File: config.mk
export PLATFORM = sky130hd
export DESIGN_NAME = nv_ram_rwsthp_gen
export DESIGN_NICKNAME = d
export VERILOG_FILES = /design/src/rtl/nv_ram_pkg.sv /design/src/rtl/nv_ram_clr_fsm.sv /design/src/rtl/nv_ram_rwsthp_gen.sv
export SDC_FILE = /design/constraint.sdc
export NUM_CORES = 1
export LEC_CHECK = 0
export CAP_MARGIN = 5
export CORE_ASPECT_RATIO = 0.75
export CORE_UTILIZATION = 48
export CTS_BUF_LIST = sky130_fd_sc_hd__clkbuf_4 sky130_fd_sc_hd__clkbuf_8 sky130_fd_sc_hd__clkbuf_16
export CTS_CLUSTER_DIAMETER = 60
export DETAILED_ROUTE_END_ITERATION = 10
export GPL_ROUTABILITY_DRIVEN = 0
export PLACE_DENSITY = 0.72
export SLEW_MARGIN = 20
export SYNTH_ARGS = -nofsm -noshare
export SYNTH_HDL_FRONTEND = slang
export SYNTH_SLANG_ARGS = --single-unit
export TNS_END_PERCENT = 100
File: constraint.sdc
create_clock -name clk -period 1.7 [get_ports clk]
set_input_delay 0.425 -clock clk [delete_from_list [all_inputs] [get_ports clk]]
set_output_delay 0.425 -clock clk [all_outputs]
set_load 0.05 [all_outputs]
File: src/rtl/nv_ram_pkg.sv
// Shared types and helpers for the nv_ram write-first RAM with clear engine.
package nv_ram_pkg;

    typedef enum logic {
        StIdle  = 1'b0,
        StClear = 1'b1
    } clr_state_e;

    // Smallest r such that 2**r >= n; constant-evaluated for parameter defaults.
    function automatic int unsigned nv_ram_clog2(input int unsigned n);
        int unsigned r;
        r = 0;
        for (int unsigned i = 0; i < 32; i++) begin
            if ((64'(1) << i) < 64'(n)) begin
                r = i + 1;
            end
        end
        return r;
    endfunction

endpackage

File: src/rtl/nv_ram_clr_fsm.sv
// Clear engine: walks every entry once, writing the init value, restartable by clr_req.
module nv_ram_clr_fsm
    import nv_ram_pkg::*;
#(
    parameter int unsigned DEPTH      = 19,
    parameter int unsigned AW         = nv_ram_clog2(DEPTH),
    parameter bit          CLR_ON_RST = 1'b1
) (
    input  logic          clk,
    input  logic          rst,
    input  logic          clr_req,
    output logic          clr_busy,
    output logic [AW-1:0] clr_cnt
);

    localparam logic [AW-1:0] LastIdx  = AW'(DEPTH - 1);
    localparam clr_state_e    RstState = CLR_ON_RST ? StClear : StIdle;

    clr_state_e    state_q, state_d;
    logic [AW-1:0] cnt_q, cnt_d;

    always_ff @(posedge clk or posedge rst) begin
        if (rst) begin
            state_q <= RstState;
            cnt_q   <= '0;
        end else begin
            state_q <= state_d;
            cnt_q   <= cnt_d;
        end
    end

    always_comb begin
        state_d = state_q;
        cnt_d   = cnt_q;
        case (state_q)
            StIdle: begin
                if (clr_req) begin
                    state_d = StClear;
                    cnt_d   = '0;
                end
            end
            StClear: begin
                // A new request wins over completion so a late restart is never lost.
                if (clr_req) begin
                    cnt_d = '0;
                end else if (cnt_q == LastIdx) begin
                    state_d = StIdle;
                    cnt_d   = '0;
                end else begin
                    cnt_d = cnt_q + 1'b1;
                end
            end
            default: begin
                state_d = StIdle;
                cnt_d   = '0;
            end
        endcase
    end

    always_comb begin
        clr_busy = (state_q == StClear);
        clr_cnt  = cnt_q;
    end

    cnt_in_range_a: assert property (@(posedge clk) disable iff (rst)
        clr_busy |-> (32'(clr_cnt) < DEPTH));

endmodule

File: src/rtl/nv_ram_rwsthp_gen.sv
// Write-first RAM with registered read address, output register with bypass and clear engine.
module nv_ram_rwsthp_gen
    import nv_ram_pkg::*;
#(
    parameter int unsigned      WIDTH      = 4,
    parameter int unsigned      DEPTH      = 19,
    parameter int unsigned      AW         = nv_ram_clog2(DEPTH),
    parameter logic [WIDTH-1:0] INIT_VAL   = '0,
    parameter bit               CLR_ON_RST = 1'b1
) (
    input  logic             clk,
    input  logic             rst,
    input  logic [AW-1:0]    ra,
    input  logic             re,
    input  logic             ore,
    output logic [WIDTH-1:0] dout,
    output logic             dout_vld,
    input  logic [AW-1:0]    wa,
    input  logic             we,
    input  logic [WIDTH-1:0] di,
    input  logic             byp_sel,
    input  logic [WIDTH-1:0] dbyp,
    input  logic             clr_req,
    output logic             clr_busy,
    input  logic [31:0]      pwrbus_ram_pd
);

    logic [WIDTH-1:0] mem_q [DEPTH];
    logic [AW-1:0]    clr_cnt;
    logic [AW-1:0]    ra_q;
    logic             s1_vld_q;
    logic [WIDTH-1:0] dout_q, dout_d;
    logic             dout_vld_q, dout_vld_d;
    logic             wr_ok;
    logic [WIDTH-1:0] rd_data;

    // Power control has no functional effect on this model.
    logic unused_pwr;
    assign unused_pwr = ^pwrbus_ram_pd;

    nv_ram_clr_fsm #(
        .DEPTH      (DEPTH),
        .AW         (AW),
        .CLR_ON_RST (CLR_ON_RST)
    ) u_clr_fsm (
        .clk      (clk),
        .rst      (rst),
        .clr_req  (clr_req),
        .clr_busy (clr_busy),
        .clr_cnt  (clr_cnt)
    );

    assign wr_ok = we && !clr_busy && (32'(wa) < DEPTH);

    // Array is deliberately not reset; the clear engine defines its contents.
    always_ff @(posedge clk) begin
        if (clr_busy) begin
            mem_q[clr_cnt] <= INIT_VAL;
        end else if (wr_ok) begin
            mem_q[wa] <= di;
        end
    end

    always_ff @(posedge clk or posedge rst) begin
        if (rst) begin
            ra_q     <= '0;
            s1_vld_q <= 1'b0;
        end else begin
            if (re) begin
                ra_q <= ra;
            end
            s1_vld_q <= re & ~clr_busy;
        end
    end

    // Array is read one cycle after the address is captured, so a same-edge write is visible.
    always_comb begin
        rd_data = '0;
        if (32'(ra_q) < DEPTH) begin
            rd_data = mem_q[ra_q];
        end
    end

    always_comb begin
        dout_d     = dout_q;
        dout_vld_d = dout_vld_q;
        if (ore) begin
            dout_d     = byp_sel ? dbyp : rd_data;
            dout_vld_d = s1_vld_q | byp_sel;
        end
    end

    always_ff @(posedge clk or posedge rst) begin
        if (rst) begin
            dout_q     <= '0;
            dout_vld_q <= 1'b0;
        end else begin
            dout_q     <= dout_d;
            dout_vld_q <= dout_vld_d;
        end
    end

    assign dout     = dout_q;
    assign dout_vld = dout_vld_q;

endmodule

# Yosys cells after proc, flatten, opt, wreduce, memory -nomap -nowiden
# Memories as Yosys holds them, arrays and structs flattened.
# Index checks and enable logic that the tools add are counted.
[word_totals]
reg_bits = 17
ramBits = 76
in_bits = 57
out_inout_bits = 6
word_cells = 37
memories = 1
[mem_list]
columns = ["name", "depth", "width", "rd", "rd_clocked_by_memory_dff", "wr", "line_no", "source"]
rows = [
  ["mem_q", 19, 4, 1, 0, 1, "nv_ram_rwsthp_gen.sv:28", "logic [WIDTH-1:0] mem_q [DEPTH];"],
]
[classes]
addsub = 1
magnitude_cmp = 2
n_eq_ne = 2
n_mux = 18
bitwise_logic = 3
reduce_logical = 4
[ops]
columns = ["operator", "n"]
rows = [
  ["$mux W5", 4],
  ["$mux W4", 3],
  ["$lt A5 B5 Y1 const B", 2],
  ["$pmux W5 S2", 1],
  ["$mux W1", 9],
  ["$add A5 B1 Y5 const B", 1],
  ["$eq A5 B5 Y1 const B", 1],
  ["$reduce_or A4 Y1", 1],
  ["$logic_and A1 B1 Y1", 2],
  ["$ne A2 B2 Y1 const B", 1],
  ["$pmux W1 S2", 1],
  ["$and A1 B1 Y1", 1],
  ["$logic_not A1 Y1", 1],
  ["$not A1 Y1", 1],
  ["$or A1 B1 Y1", 1],
]

# Logic depth before layout (Yosys ltp)
[depth]
word_depth = 8
depth_mapped = 6
mapped_depth_nobuf = 5

# Modules after synthesis
# Synthesis repeated with hierarchy kept, for this count alone.
[unflattened]
cells_unflattened = 249
hier_area_um2 = 4026.4
[by_module_without_submodules]
columns = ["mod", "instances", "cells_per_inst", "area_each_um2", "seq_area_each_um2"]
rows = [
  ["nv_ram_rwsthp_gen", 1, 219, 3703.6, 2557.5],
  ["nv_ram_clr_fsm", 1, 30, 322.8, 151.4],
]

# Least setup slack after synthesis
# OpenSTA, ideal clock, no wires.
[synth_timing]
path_kind = "input -> register"
startpoint = "input wa[0]"
endpoint = "memory mem_q[14][0], enable pin"
setup_time_ns = 0.329
t_arrival_ns = 1.741
t_required_ns = 1.371
path_slack_ns = -0.370
stages = 4
path_buffers = 0
path_cell_list = "a211o_1 a211oi_4 mux2_4 nor2_1"
[synth_between]
elab_chain_len = 7
elab_cells_between_ends = 8
cone_classes = "1 x order compare; 5 x mux; 2 x reduce/logical"
[synth_rtl]
columns = ["item", "line_no", "source"]
rows = [
  ["from (decl)", "nv_ram_rwsthp_gen.sv:18", "input logic [AW-1:0] wa,"],
  ["$lt A5 B5 Y1", "nv_ram_rwsthp_gen.sv:53", "assign wr_ok = we && !clr_busy && (32'(wa) < DEPTH);"],
  ["$logic_and A1 B1 Y1", "nv_ram_rwsthp_gen.sv:53", ""],
  ["$mux W1", "nv_ram_rwsthp_gen.sv:59", "end else if (wr_ok) begin"],
  ["$mux W1", "nv_ram_rwsthp_gen.sv:57", "if (clr_busy) begin"],
  ["$mux W1 (not written as such)", "nv_ram_rwsthp_gen.sv:60", "mem_q[wa] <= di;"],
  ["$reduce_or A4 Y1 (no line)", "n/a", ""],
  ["$mux W5 (no line) / $mux W1 (equally long branches)", "n/a", ""],
  ["to (decl)", "nv_ram_rwsthp_gen.sv:28", ""],
]
# Parallel ways exist; a longest one is shown, timed or not.

# Worst setup path in the final report
[layout_timing]
startpoint = "input wa[1]"
endpoint = "memory mem_q[18][0], enable pin"
# The elaborated chain is that of the path after synthesis.

==> results.yml <==
status:
  status: "finished, violations left"
  violations: "negative setup slack"
setup_path:
  path_max_fanout: 4
  worst-path-buf-inv: 3
  crit_path_cell_trace: "buf_6 > a211o_1 > a211oi_4 > buf_4 > mux2i_4 > buf_4 > nor2_4"
  setup.worst_path.start: "wa[1]"
  crit-reg2reg-launch: "ra_q[0]"
  worstPathArrival_ns: 1.97
  worstPathRequired_ns: 1.82
  critical_path_cell_count: 7
  reg2reg_slack_ns: -0.10
  r2r_end: "dout[1]"
  critical-path-max-stage-delay_ns: 0.35
  worstRegToRegCells: 4
  cp_slowest_cell: "a211oi_4"
  worstSetupEndpointType: "flip-flop"
  cp-start-kind: "input pin"
  cp-endpoint: "mem_q[18][0]"
  critPathMostFrequentCell: "buf_4"
  cpLargestDelayFamily: "compound AO/OA/AOI/OAI gates"
  crit_type: "input pin to flip-flop"
synth:
  syn_nets: 306
  synth-simple-area-share: 0.08719
  netlist_instances: 247
  synth_edf_count: 76
  async_reset_ff_frac: 0.1828
  syn_area_per_cell_um2: 16.21
  synthAdderAreaFrac: 0.006250
  yosysWarnings: 0
  yosys.cell_types.count: 43
  synth-compound-area-share: 0.07719
  yosysSeqAreaShare: 0.6766
  synth_top_family_by_area: "multiplexers"
  synth_xor_area_frac: 0.002187
  synth_area_um2: 4004
  synth_mux_area_frac: 0.1319
  synth_ff_type: "edfxtp_1"
  synth-seq-cells: 93
layout:
  instances_no_fill: 452
  regArea_um2: 2713
  synthToLayoutAreaGrowth_pct: 38.59
  fin_nets: 401
  fin_util: 0.6947
  fillers: 529
  antenna_cells: 0
  multi_input_area_um2: 1549
  drive_above_1_share: 0.4870
power:
  power_mw: 4.879
  vdd_drop_max_mv: 0.7413
  power_density_nw_per_um2: 879.3
  leakage_nw: 2.030
sta:
  finalHoldViolCount: 0
  rsz0062_at_grt: "true"
  fmaxAchievable_mhz: 540.1
  worst_pin_slew_ns: 0.5830
  whs_ns: 0.2679
  slew_headroom: 0.6113
  post-route-min-period_ns: 1.852
  tns_ns: -5.449
  setup_slack_ns: -0.1516
  setup_viol_count_final: 75
  maxSlewViolCount: 0
  post-route-period-util: 1.089
  fin_skew_ns: 0.007877
global_route:
  grt_util_all_layers: 0.2428
  grt_overflow: 0
  antenna_found_initial: 0
  grt_max_degree: 20
  grt_first_pass_wirelength_um: 14610
  grt_pass1_vias: 2575
placement:
  port_buffers: 30
  dpl.hpwl_um: 6527
  dp_cells: 427
clock_network:
  cts.path.max_buffers: 2
  tritoncts: "yes"
  clock_sinks: 93
  clk_latency_ns: 0.37
  numCtsBuffers: 9
  cts-root-buf: "clkbuf_8"
  htree_num_levels: 3
  clk_pin_slew_ns: 0.09
routing:
  wl_um: 9766
  wl_per_cell_um: 21.61
  drtAntennaViolNets: 0
  drc_errors: 0
  via_per_inst: 5.723
  drtIter0Drc: 179
  drtPass1Iterations: 4
  vias: 2587
die:
  start_util: 0.5013
  die-width_um: 107.5
  core_area_um2: 7988
  die_h_um: 81.10
  io_pins: 63
  fp-row-count: 28
  die_area_um2: 8714
hold_path:
  hold_path_class: "input pin to async pin"
run:
  cap_violations: 0
## cell type report
type,instances,area share
Tap cell,105,0.02368
Multi-Input combinational cell,139,0.2791
Clock buffer,9,0.02232
Sequential cell,93,0.4888
Timing Repair Buffer,94,0.1669
Clock inverter,7,0.01578
Inverter,5,0.003382
## synth_stat cells (2+ instances only)
cell type / count / area share
nor3_1: 4 / 0.0050
ha_1: 2 / 0.0062
nor3b_1: 7 / 0.013
nor2b_1: 4 / 0.0062
mux2i_1: 4 / 0.010
o31ai_1: 4 / 0.0075
o21ai_0: 7 / 0.0087
mux4_1: 3 / 0.020
dfrtp_1: 16 / 0.10
buf_2: 2 / 0.0025
a41oi_1: 2 / 0.0044
nand3_1: 2 / 0.0025
nor2_1: 23 / 0.022
clkbuf_1: 5 / 0.0047
inv_1: 5 / 0.0047
nand2_1: 14 / 0.013
nand2b_1: 2 / 0.0031
mux2_2: 9 / 0.025
a211o_1: 4 / 0.0087
buf_6: 2 / 0.0056
a21o_1: 2 / 0.0037
nand3b_1: 4 / 0.0075
a2111oi_0: 3 / 0.0066
o221ai_1: 3 / 0.0066
o22ai_1: 5 / 0.0078
and2_1: 4 / 0.0062
and3_1: 2 / 0.0031
edfxtp_1: 76 / 0.57
mux4_2: 13 / 0.073
## report_power, final
part / leakage [nW] / internal (mW) / switching (mW)
Combinational: 0.944 / 0.377 / 0.377
Clock: 0.109 / 0.718 / 0.841
Sequential: 0.977 / 2.50 / 0.0637
## registers in the layout (all words and copies together), names as in the netlist
name,count
mem_q,76
ra_q,5
u_clr_fsm.clr_cnt,5
dout,4
dout_vld,1
s1_vld_q,1
u_clr_fsm.clr_busy,1
## layer usage
metal  vias up  routed length (µm)  global-route usage
met5         -                   0                   0
met4         0                 208             0.07945
met3        18                 668             0.06340
met2        85                4559              0.3845
met1      1320                4330              0.3319
li1       1164                   -                   -
## through the flow
stage / cell area, µm² / setup slack, ns
after floorplan: 4060 / -0.2706
after global placement: 4932 / -0.8350
after detailed placement: 4932 / -0.9470
after CTS: 5375 / -0.1086
after global routing: 5549 / -0.1675
final: 5549 / -0.1516
## repair_timing
item                       in CTS  in global routing
setup endpoints to repair     159                 82
setup buffers                   8                  9
resized for setup              69                 34
hold buffers                    0                  0
pin swaps                      12                  8
gates cloned                    0                  0
## cells in the final DEF, fill, tap and decap left out, types with 5 or more instances in the layout
cell,instances
buf_12,10
buf_4,48
buf_6,14
clkbuf_8,9
clkdlybuf4s50_1,18
dfrtp_1,13
edfxtp_1,76
mux2_2,9
mux4_2,16
nand2_1,14
nor2_4,19
nor3b_1,5
o21ai_0,7
## kinds of logic (layout without fill, tap and decap cells)
| group | Yosys count | after routing |
|---|---|---|
| adder cells (fa/ha/maj) | 2 | 2 |
| flip-flops | 93 | 93 |
| buffers and inverters | 15 | 115 |
| AO/OA/AOI/OAI | 38 | 38 |
| XOR/XNOR | 1 | 1 |
| AND/OR/NAND/NOR | 68 | 68 |
| multiplexers | 30 | 30 |
## how the worst min path moves through the flow
stage / end / cells past startpoint / slack, ns
floorplan: dout[0] / 1 / 0.35
global placement: dout_vld / 1 / 0.44
detailed placement: dout_vld / 1 / 0.45
CTS: u_clr_fsm.clr_cnt[1] / 2 / 0.26
global route: u_clr_fsm.clr_cnt[1] / 2 / 0.29
finish: ra_q[0] / 2 / 0.27
(Power assumes the default switching activity.)
